`config.mk`:
```
export PLATFORM = sky130hd
export DESIGN_NAME = phase_error_monitor
export DESIGN_NICKNAME = d
export VERILOG_FILES = /design/src/rtl/phase_error_monitor.sv
export SDC_FILE = /design/constraint.sdc
export NUM_CORES = 1
export LEC_CHECK = 0
export ABC_AREA = 1
export CAP_MARGIN = 40
export CORE_MARGIN = 4
export CORE_UTILIZATION = 40
export DETAILED_ROUTE_END_ITERATION = 10
export GPL_TIMING_DRIVEN = 0
export PLACE_DENSITY_LB_ADDON = 0.08
export SYNTH_ARGS = -nofsm -noshare
export SYNTH_HDL_FRONTEND = slang
export SYNTH_SLANG_ARGS = --single-unit
```
`constraint.sdc`:
```
create_clock -name clk_i -period 2.91 [get_ports clk_i]
set_input_delay 0.4365 -clock clk_i [delete_from_list [all_inputs] [get_ports clk_i]]
set_output_delay 0.4365 -clock clk_i [all_outputs]
set_load 0.05 [all_outputs]
```
`src/rtl/phase_error_monitor.sv`:
```
// Windowed phase-error statistics (mean/min/max) for one selected channel,
// plus a lock flag driven by consecutive windows whose mean is near zero.
module phase_error_monitor #(
    parameter int WIDTH        = 8,
    parameter int CHANNELS     = 4,
    parameter int LOG2_WIN     = 4,
    parameter int LOCK_THRESH  = 2,
    parameter int LOCK_WINDOWS = 3
) (
    input  logic                          clk_i,
    input  logic                          rst_n_i,
    input  logic                          enable_i,
    input  logic [$clog2(CHANNELS)-1:0]   ch_sel_i,
    input  logic [CHANNELS*WIDTH-1:0]     err_i,
    input  logic                          err_valid_i,
    output logic [WIDTH-1:0]              mean_o,
    output logic [WIDTH-1:0]              min_o,
    output logic [WIDTH-1:0]              max_o,
    output logic [$clog2(CHANNELS)-1:0]   ch_o,
    output logic                          result_valid_o,
    output logic                          locked_o
);
    localparam int CH_W  = $clog2(CHANNELS);
    localparam int ACC_W = WIDTH + LOG2_WIN;
    localparam int LC_W  = $clog2(LOCK_WINDOWS + 1);

    typedef enum logic {IDLE = 1'b0, ACCUM = 1'b1} state_t;
    state_t state_q, state_d;

    logic signed [WIDTH-1:0] err_arr [CHANNELS];
    logic [CH_W-1:0]         ch_req, ch_cur, ch_lat_q, ch_lat_d;
    logic [LOG2_WIN-1:0]     cnt_q, cnt_d;
    logic                    accept, first_smp, close;
    logic signed [WIDTH-1:0] sample;
    logic signed [ACC_W-1:0] sample_ext;
    logic signed [ACC_W-1:0] acc_q, acc_d;
    logic signed [WIDTH-1:0] min_q, min_d, max_q, max_d;

    logic                    snap_valid_q, snap_valid_d;
    logic signed [ACC_W-1:0] snap_sum_q, snap_sum_d;
    logic signed [WIDTH-1:0] snap_min_q, snap_min_d, snap_max_q, snap_max_d;
    logic [CH_W-1:0]         snap_ch_q, snap_ch_d;

    logic signed [WIDTH-1:0] mean_w;
    logic [WIDTH:0]          mean_ext, mean_abs;
    logic                    good_win;
    logic [LC_W-1:0]         lock_cnt_q, lock_cnt_d;
    logic [WIDTH-1:0]        mean_q, mean_d, min_out_q, min_out_d, max_out_q, max_out_d;
    logic [CH_W-1:0]         ch_out_q, ch_out_d;
    logic                    result_valid_q, result_valid_d, locked_q, locked_d;

    generate
        for (genvar gi = 0; gi < CHANNELS; gi++) begin : g_unpack
            assign err_arr[gi] = err_i[gi*WIDTH +: WIDTH];
        end
    endgenerate

    // Out-of-range channel requests fall back to channel 0.
    assign ch_req     = ({1'b0, ch_sel_i} >= (CH_W+1)'(CHANNELS)) ? '0 : ch_sel_i;
    assign accept     = (state_q == ACCUM) && enable_i && err_valid_i;
    assign first_smp  = (cnt_q == '0);
    assign ch_cur     = first_smp ? ch_req : ch_lat_q;
    assign sample     = err_arr[ch_cur];
    assign sample_ext = {{LOG2_WIN{sample[WIDTH-1]}}, sample};
    assign close      = accept && (cnt_q == {LOG2_WIN{1'b1}});

    assign mean_w   = WIDTH'(snap_sum_q >>> LOG2_WIN);
    assign mean_ext = {mean_w[WIDTH-1], mean_w};
    assign mean_abs = mean_w[WIDTH-1] ? (-mean_ext) : mean_ext;
    assign good_win = (mean_abs <= (WIDTH+1)'(LOCK_THRESH));

    always_comb begin
        state_d = state_q;
        case (state_q)
            IDLE:  if (enable_i)  state_d = ACCUM;
            ACCUM: if (!enable_i) state_d = IDLE;
        endcase
    end

    always_comb begin
        cnt_d        = cnt_q;
        acc_d        = acc_q;
        min_d        = min_q;
        max_d        = max_q;
        ch_lat_d     = ch_lat_q;
        snap_valid_d = close;
        snap_sum_d   = snap_sum_q;
        snap_min_d   = snap_min_q;
        snap_max_d   = snap_max_q;
        snap_ch_d    = snap_ch_q;

        if (state_d == IDLE) begin
            cnt_d = '0;
        end else if (accept) begin
            cnt_d = cnt_q + 1'b1;
            if (first_smp) begin
                acc_d    = sample_ext;
                min_d    = sample;
                max_d    = sample;
                ch_lat_d = ch_req;
            end else begin
                acc_d = acc_q + sample_ext;
                if (sample < min_q) min_d = sample;
                if (sample > max_q) max_d = sample;
            end
        end

        if (close) begin
            snap_sum_d = acc_d;
            snap_min_d = min_d;
            snap_max_d = max_d;
            snap_ch_d  = ch_cur;
        end
    end

    always_comb begin
        mean_d         = mean_q;
        min_out_d      = min_out_q;
        max_out_d      = max_out_q;
        ch_out_d       = ch_out_q;
        result_valid_d = snap_valid_q;
        lock_cnt_d     = lock_cnt_q;

        if (snap_valid_q) begin
            mean_d    = mean_w;
            min_out_d = snap_min_q;
            max_out_d = snap_max_q;
            ch_out_d  = snap_ch_q;
            if (good_win) begin
                if (lock_cnt_q != LC_W'(LOCK_WINDOWS)) lock_cnt_d = lock_cnt_q + 1'b1;
            end else begin
                lock_cnt_d = '0;
            end
        end
        // Dropping to idle wins over any lock update from a pending result.
        if (state_d == IDLE) lock_cnt_d = '0;
        locked_d = (lock_cnt_d == LC_W'(LOCK_WINDOWS));
    end

    always_ff @(posedge clk_i or negedge rst_n_i) begin
        if (!rst_n_i) begin
            state_q        <= IDLE;
            cnt_q          <= '0;
            acc_q          <= '0;
            min_q          <= '0;
            max_q          <= '0;
            ch_lat_q       <= '0;
            snap_valid_q   <= 1'b0;
            snap_sum_q     <= '0;
            snap_min_q     <= '0;
            snap_max_q     <= '0;
            snap_ch_q      <= '0;
            lock_cnt_q     <= '0;
            mean_q         <= '0;
            min_out_q      <= '0;
            max_out_q      <= '0;
            ch_out_q       <= '0;
            result_valid_q <= 1'b0;
            locked_q       <= 1'b0;
        end else begin
            state_q        <= state_d;
            cnt_q          <= cnt_d;
            acc_q          <= acc_d;
            min_q          <= min_d;
            max_q          <= max_d;
            ch_lat_q       <= ch_lat_d;
            snap_valid_q   <= snap_valid_d;
            snap_sum_q     <= snap_sum_d;
            snap_min_q     <= snap_min_d;
            snap_max_q     <= snap_max_d;
            snap_ch_q      <= snap_ch_d;
            lock_cnt_q     <= lock_cnt_d;
            mean_q         <= mean_d;
            min_out_q      <= min_out_d;
            max_out_q      <= max_out_d;
            ch_out_q       <= ch_out_d;
            result_valid_q <= result_valid_d;
            locked_q       <= locked_d;
        end
    end

    assign mean_o         = mean_q;
    assign min_o          = min_out_q;
    assign max_o          = max_out_q;
    assign ch_o           = ch_out_q;
    assign result_valid_o = result_valid_q;
    assign locked_o       = locked_q;

endmodule

```
==> results.sh, run 1 <==
export IMPL_finalCritPeriodShare_pct=103
export IMPL_rows=40
export IMPL_clkPwrFrac_pct=23.7
export IMPL_start_kind="flop"
export IMPL_grt_max_degree=60
export IMPL_syn_area_per_cell_um2=7.92
export IMPL_cts_sink_count=92
export IMPL_grt_usage_pct=19.6
export IMPL_timing_rr_start="cnt_q[1]"
export IMPL_p_sw_mw=1.98
export IMPL_routed_via_density=4.99
export IMPL_coreArea_mm2=0.0122
export IMPL_synth_top_family_by_area="simple AND/OR/NAND/NOR gates"
export IMPL_power_density_mw_per_mm2=709
export IMPL_hp_class="in -> async"
export IMPL_drt_iter0_markers=273
export IMPL_muxShareOfSynthArea_pct=0
export IMPL_grt_pass1_wl_um=22600
export IMPL_die_area_mm2=0.0144
export IMPL_tns_ns=-1.47
export IMPL_syn_num_nets=701
export IMPL_yosys_area_share_simple_pct=30.1
export IMPL_layout_nets=817
export IMPL_synthArstFlopShare_pct=100
export IMPL_crit_end="max_q[4]"
export IMPL_switching_share_pct=38.3
export IMPL_worst_path_max_fanout=8
export IMPL_path_clk_slew_ns=0.07
export IMPL_synth_fa_ha_area_share_pct=7.11
export IMPL_clockBufferDepth=2
export IMPL_antenna_found_initial=0
export IMPL_reg2reg_slack_ns=-0.09
export IMPL_hold_viol=0
export IMPL_cts_inserted_buffers=9
export IMPL_gp_congestion=0.846
export IMPL_synth_top_area_share_pct=45.8
export IMPL_ys_seq_area_share_pct=45.8
export IMPL_synth_xor_area_share_pct=1.04
export IMPL_fmax_mhz=333
export IMPL_total_power_mw=5.18
export IMPL_cts_root_buf="clkbuf_16"
export IMPL_ys_types=43
export IMPL_place_hpwl_um=9390
export IMPL_port_buffers=65
export IMPL_cellInternalPower_mw=3.20
export IMPL_tightest_slew_ns=0.688
export IMPL_fp_dieH_um=120
export IMPL_grt_pass1_vias=4594
export IMPL_cts_tree="yes"
export IMPL_critPathArrivalTime_ns=3.25
export IMPL_yosysWarnings=0
export IMPL_synth_edff_count=0
export IMPL_syn_inst=635
export IMPL_finalCriticalPeriod_ns=3.00
export IMPL_crit_type="reg -> reg"
export IMPL_final_util_pct=60.1
export IMPL_overflow=0
export IMPL_synth_compound_area_share_pct=9.28
export IMPL_ir_drop_mv=0.331
export IMPL_combPwrFrac_pct=46.5
export IMPL_timing_rr_end="max_q[4]"
export IMPL_cp_end_kind="flop"
export IMPL_required_ns=3.15
export IMPL_drt_pass1_iterations=5
export IMPL_postRouteAntennaNets=0
export IMPL_wl_um=13700
export IMPL_ys_ff_latch=92
export IMPL_synth_ff_type="dfrtp_1"
export IMPL_vias=4608
export IMPL_drc=0
export IMPL_io_pins=66
export IMPL_die_x_um=120
export IMPL_finalSetupViolCount=30
export IMPL_status="finished, violations left"
export IMPL_detail_route_wl_per_cell_um=14.8
export IMPL_syn_area_mm2=0.00503
export IMPL_clk_latency_ns=0.36
export IMPL_diodes=0
export IMPL_slew_headroom_pct=54.1
export IMPL_grt_setup_unrepaired="true"
export IMPL_pwr_share_seq_pct=29.9
export IMPL_postCtsHoldBufs=0
export IMPL_slew_viol_final=0
export IMPL_finClkSkew_ns=0.00569
export IMPL_p_leak_nw=3.46
export IMPL_cts_htree_levels=3
export IMPL_violations="setup timing"
export IMPL_crit_start="cnt_q[1]"
export IMPL_worstRegToRegCells=21
export IMPL_worst_slack_ns=-0.0937
export IMPL_areaGrowthSynthToFinish_pct=45.3
export IMPL_synthTopCellsByArea="dfrtp_1 (46%), nand2_1 (16%), ha_1 (6.7%)"
export IMPL_synth_largest_area_cell="dfrtp_1"
export IMPL_final_layout_size_suffix_gt1_share_pct=27.4
export IMPL_max_cap_violations=0
export IMPL_initial_core_util_pct=41.4
-- cells by family (layout without fill, tap and decap cells) --
kind of cell | Yosys count | after routing
AO/OA/AOI/OAI | 76 | 76
XOR/XNOR | 6 | 6
adder cells (fa/ha/maj) | 28 | 28
buffers and inverters | 86 | 207
flip-flops | 92 | 92
AND/OR/NAND/NOR | 347 | 347
-- synth_stat cells, types with 2 or more instances --
master      n
nand3b_1    2
ha_1       27
o221ai_1    4
buf_2       2
nor3_1      4
inv_1      67
or2_2       2
a21oi_1    24
o21bai_1    2
o21a_1      2
nand2_2     5
buf_1       2
nor2_1     25
nor4_1      2
nand3_2     4
dfrtp_1    92
o21ai_0    32
nand3_1    64
inv_2       2
nand2_1   217
xnor2_1     3
xor2_1      3
clkbuf_1   11
and2_1     17
nand4_1     2
-- power groups by stage --
stage               sequential (mW)  combinational, mW  clock (mW)
floorplan                      1.53               1.23           0
global placement               1.55               1.58           0
detailed placement             1.55               1.61           0
CTS                            1.54               2.12        1.25
global route                   1.57               2.67        1.31
finish                         1.55               2.41        1.23
-- sequential cells by signal (all words and copies together), names as in the netlist, named ones only --
name / flops
locked_o: 1
snap_min_q: 8
mean_o: 8
max_q: 8
acc_q: 8
state_q: 1
ch_o: 2
cnt_q: 4
snap_ch_q: 2
min_o: 8
result_valid_o: 1
lock_cnt_q: 2
min_q: 8
snap_sum_q: 8
result_valid_d: 1
max_o: 8
ch_lat_q: 2
snap_max_q: 8
-- layout make-up --
| cell class | instances | area [µm²] |
|---|---|---|
| Fill cell | 1112 | 4850 |
| Tap cell | 168 | 210 |
| Inverter | 69 | 292 |
| Timing Repair Buffer | 105 | 1020 |
| Clock inverter | 6 | 70.1 |
| Multi-Input combinational cell | 457 | 3060 |
| Sequential cell | 92 | 2300 |
| Buffer | 17 | 109 |
| Clock buffer | 10 | 239 |
-- cell usage in the layout, fill, tap and decap left out, types with 3 or more instances in the layout --
cell,n
a21oi_1,15
a21oi_2,9
and2_1,15
buf_4,32
buf_6,7
clkbuf_1,10
clkbuf_16,10
clkdlybuf4s50_1,64
dfrtp_1,91
ha_1,15
ha_4,11
inv_1,56
inv_2,4
inv_4,6
inv_6,4
nand2_1,177
nand2_2,29
nand2_4,15
nand3_1,30
nand3_2,34
nand3_4,5
nor2_1,21
nor2_2,4
nor3_1,3
o21ai_0,21
o21ai_1,5
o21ai_2,6
o221ai_1,3
xor2_1,3
-- critical path, cell delays in order, from the launching register on --
cell and delay [ns]:
dfrtp_1 0.39, inv_2 0.08, ha_4 0.17, nand2_4 0.08, buf_8 0.14, o21ai_4 0.14
buf_12 0.15, nand3_4 0.07, nand2_4 0.11, inv_6 0.07, ha_4 0.22, nand4_1 0.13
nor2_1 0.06, nor2_1 0.07, o21ai_1 0.10, a21oi_2 0.15, nand2_1 0.08, nand2_2 0.08
o2111ai_4 0.15, nand2_4 0.20, nand2_2 0.08, and2_1 0.15
-- worst min-delay path by stage --
stage                    from             end  slack (ns)  cells after the start
2_1_floorplan         rst_n_i       async pin        0.14                      0
3_3_place_gp   result_valid_d  result_valid_o        0.42                      0
3_5_place_dp   result_valid_d  result_valid_o        0.42                      0
4_1_cts               rst_n_i       mean_o[5]        0.05                      1
5_1_grt               rst_n_i       mean_o[6]        0.07                      1
6_report              rst_n_i       mean_o[6]        0.04                      1
-- what timing repair did --
| item | CTS | global route |
|---|---|---|
| pin swaps | 46 | 31 |
| buffers inserted | 25 | 12 |
| setup endpoints to repair | 49 | 46 |
| gates resized for setup | 112 | 64 |
| cloned | 2 | 0 |
-- through the flow --
stage	hold WS (ns)	instances	setup slack, ns	cell area, µm²
2_1_floorplan	0.141	635	0.00310	5070
3_3_place_gp	0.417	868	-1.99	5940
3_5_place_dp	0.419	869	-0.754	5960
4_1_cts	0.0520	912	-0.0458	6990
5_1_grt	0.0732	924	-0.252	7310
6_report	0.0423	924	-0.0937	7310
-- per-layer routing --
metal  GRT usage, %  up-vias  share of wire, %
met5              0        -                 0
met3           3.91       31               4.6
met2           30.9      105                47
met1           26.2     2179                46
li1               -     2293                 -
met4           8.30        0               3.0
Note: power is estimated with default switching activity, not from simulation.
==> inputs of run 2 (changes only) <==
--- a/config.mk
+++ b/config.mk
@@ -10,6 +10,7 @@
 export CORE_MARGIN = 4
 export CORE_UTILIZATION = 40
 export DETAILED_ROUTE_END_ITERATION = 10
+export GPL_ROUTABILITY_DRIVEN = 1
 export GPL_TIMING_DRIVEN = 0
 export PLACE_DENSITY_LB_ADDON = 0.08
 export SYNTH_ARGS = -nofsm -noshare
==> results of run 2 <==
Final layout, timing and power as in run 1 (identical DEF).
==> inputs of run 3 (changes only) <==
--- a/config.mk
+++ b/config.mk
@@ -13,6 +13,7 @@
 export GPL_ROUTABILITY_DRIVEN = 1
 export GPL_TIMING_DRIVEN = 0
 export PLACE_DENSITY_LB_ADDON = 0.08
+export SETUP_SLACK_MARGIN = 0.4
 export SYNTH_ARGS = -nofsm -noshare
 export SYNTH_HDL_FRONTEND = slang
 export SYNTH_SLANG_ARGS = --single-unit
==> constraint.sdc (replaced) <==
create_clock -name clk_i -period 2.91 [get_ports clk_i]
set_input_delay 0.4365 -clock clk_i [delete_from_list [all_inputs] [get_ports clk_i]]
set_output_delay 0.4365 -clock clk_i [all_outputs]
set_load 0.02 [all_outputs]
==> run 3 against run 2 <==
The flow still finishes with violations (setup timing). Sequential share of layout area down 1.0 points. Flip-flop and latch count unchanged. Maximum frequency down 1.8%. Utilization up 2.1 points. Final cell count down 0.32%. Via count down 0.61%. Count of clock-buffer cells in the layout up 1. Wire length up 0.75%. Critical endpoint is now snap_sum_q[10]. Largest power group unchanged. Highest routed layer unchanged.
==> results.sh, run 3 (synthesis gave the netlist of run 1 again) <==
export IMPL_overflow=0
export IMPL_seqCellArea_mm2=0.00230
export IMPL_grt_setup_unrepaired="true"
export IMPL_port_buffers=65
export IMPL_io_pins=66
export IMPL_p_sw_mw=2.09
export IMPL_diodes=0
export IMPL_cts_tree="yes"
export IMPL_path_common_cell="nand2_4"
export IMPL_path_cells="inv_2, ha_4, nand2_4, buf_8, o21ai_4, buf_12, buf_16, buf_4, nand3_4, nand2_4, inv_8, fa_2, nand3_2, o2111ai_2, or2_4, a31oi_4, nand2_1, o21ai_1, inv_1"
export IMPL_clockBufferDepth=2
export IMPL_coreArea_mm2=0.0122
export IMPL_finalCriticalPeriod_ns=3.06
export IMPL_status="finished, violations left"
export IMPL_finalCritPeriodShare_pct=105
export IMPL_mostFrequentLayoutCells="nand2_1 (179), dfrtp_1 (91), clkdlybuf4s50_1 (64), inv_1 (56), nand3_2 (35)"
export IMPL_detail_route_wl_per_cell_um=14.9
export IMPL_clk_latency_ns=0.35
export IMPL_postCtsHoldBufs=0
export IMPL_die_area_mm2=0.0144
export IMPL_switching_share_pct=37.9
export IMPL_cts_sink_count=92
export IMPL_violations="setup timing"
export IMPL_finalNonFillerCells=921
export IMPL_hp_class="in -> async"
export IMPL_final_common_cell="nand2_1"
export IMPL_hold_viol=0
export IMPL_cts_htree_levels=3
export IMPL_max_cap_violations=0
export IMPL_cp_end_kind="flop"
export IMPL_worst_path_max_fanout=4
export IMPL_finClkSkew_ns=0.0107
export IMPL_busiest_layer="met2"
export IMPL_fp_dieH_um=120
export IMPL_initial_core_util_pct=41.4
export IMPL_fmax_mhz=327
export IMPL_crit_type="reg -> reg"
export IMPL_fillers=1047
export IMPL_place_hpwl_um=9400
export IMPL_die_x_um=120
export IMPL_slew_viol_final=0
export IMPL_areaGrowthSynthToFinish_pct=50.3
export IMPL_worst_slack_ns=-0.149
export IMPL_antenna_found_initial=0
export IMPL_clkPwrFrac_pct=23.3
export IMPL_grt_max_degree=67
export IMPL_required_ns=3.16
export IMPL_final_layout_size_suffix_gt1_share_pct=29.1
export IMPL_placed_cells=869
export IMPL_cellInternalPower_mw=3.43
export IMPL_layout_nets=814
export IMPL_cpLargestDelayFamily="simple AND/OR/NAND/NOR gates"
export IMPL_finalSetupViolCount=43
export IMPL_drt_iter0_markers=297
export IMPL_drt_pass1_iterations=4
export IMPL_grt_met3_usage_pct=4.34
export IMPL_vias=4580
export IMPL_power_density_mw_per_mm2=731
export IMPL_gp_congestion=0.880
export IMPL_path_clk_slew_ns=0.07
export IMPL_stdcell_area_mm2=0.00756
export IMPL_combPwrFrac_pct=48.6
export IMPL_routed_via_density=4.97
export IMPL_tightest_slew_ns=0.634
export IMPL_wl_um=13800
export IMPL_drc=0
export IMPL_grt_usage_pct=19.4
export IMPL_p_leak_nw=3.53
export IMPL_multi_input_area_mm2=0.00327
export IMPL_timing_hold_ws_ns=0.00624
export IMPL_crit_buf_inv=7
export IMPL_crit_slowest_cell="fa_2"
export IMPL_grt_pass1_vias=4500
export IMPL_grt_pass1_wl_um=22000
export IMPL_max_stage_delay_ns=0.44
export IMPL_placed_area_mm2=0.00619
export IMPL_grt_util_met1_pct=25.5
export IMPL_postRouteAntennaNets=0
export IMPL_critPathArrivalTime_ns=3.31
export IMPL_cts_root_buf="clkbuf_16"
export IMPL_start_kind="flop"
export IMPL_grt_util_met2_pct=31.7
export IMPL_ir_drop_mv=0.312
export IMPL_pwr_share_seq_pct=28.1
export IMPL_slew_headroom_pct=56.6
export IMPL_cts_inserted_buffers=9
export IMPL_rows=40
[run 3: cell types whose count changed in the layout (fill, tap and decap cells not counted), sizes merged]
cell,delta
clkinv,-3
buf,-2
clkinvlp,+2
bufinv,+1
inv,-1
[run 3: routing by layer]
| layer | wire (µm) | up-vias |
|---|---|---|
| met3 | 670 | 17 |
| met4 | 232 | 0 |
| li1 | - | 2283 |
| met1 | 6340 | 2177 |
| met2 | 6510 | 103 |
| met5 | 0 | - |
[run 3: cell type report]
cell class / instances / share of cell area (%)
multi-input combinational: 457 / 43.3
buffer: 17 / 1.44
clock buffer: 11 / 3.21
timing repair buffer: 102 / 13.7
tap: 168 / 2.78
sequential: 92 / 30.5
inverter: 69 / 3.99
clock inverter: 5 / 1.11
[run 3: path summary, 6_finish.rpt]
path | end | slack [ns] | start | cells past startpoint
min in group clk_i | result_valid_o | 0.43 | result_valid_d | 0
worst min-delay path | snap_sum_q[11] | 0.006 | rst_n_i | 1
worst max register to register | snap_sum_q[10] | -0.15 | cnt_q[1] | 19
worst max-delay path | snap_sum_q[10] | -0.15 | cnt_q[1] | 19
worst min register to register | result_valid_o | 0.43 | result_valid_d | 0
max in group asynchronous | min_o[5] | 2.26 | rst_n_i | 2
[run 3: stage by stage]
step	setup TNS, ns	power [mW]	util (%)	setup WS, ns
after CTS	-0.407	5.11	58.5	-0.0415
after floorplan	0	2.95	-	0.101
after global placement	-203.92	3.33	50.7	-2.01
after global routing	-9.90	5.89	62.2	-0.294
final	-2.80	5.53	62.2	-0.149
after detailed placement	-21.94	3.37	50.9	-0.592
[run 3: power groups by stage]
stage	clock network [mW]	logic, mW	registers, mW
after global placement	0	1.76	1.56
after floorplan	0	1.41	1.54
after global routing	1.38	2.94	1.57
after detailed placement	0	1.81	1.56
final	1.29	2.69	1.55
after CTS	1.31	2.25	1.55
[run 3: timing repair]
| item | 4_1_cts | 5_1_grt |
|---|---|---|
| gates cloned | 2 | 0 |
| endpoints found under the setup margin | 51 | 51 |
| gates resized for setup | 80 | 91 |
| pin swaps | 29 | 32 |
| setup buffers | 27 | 7 |
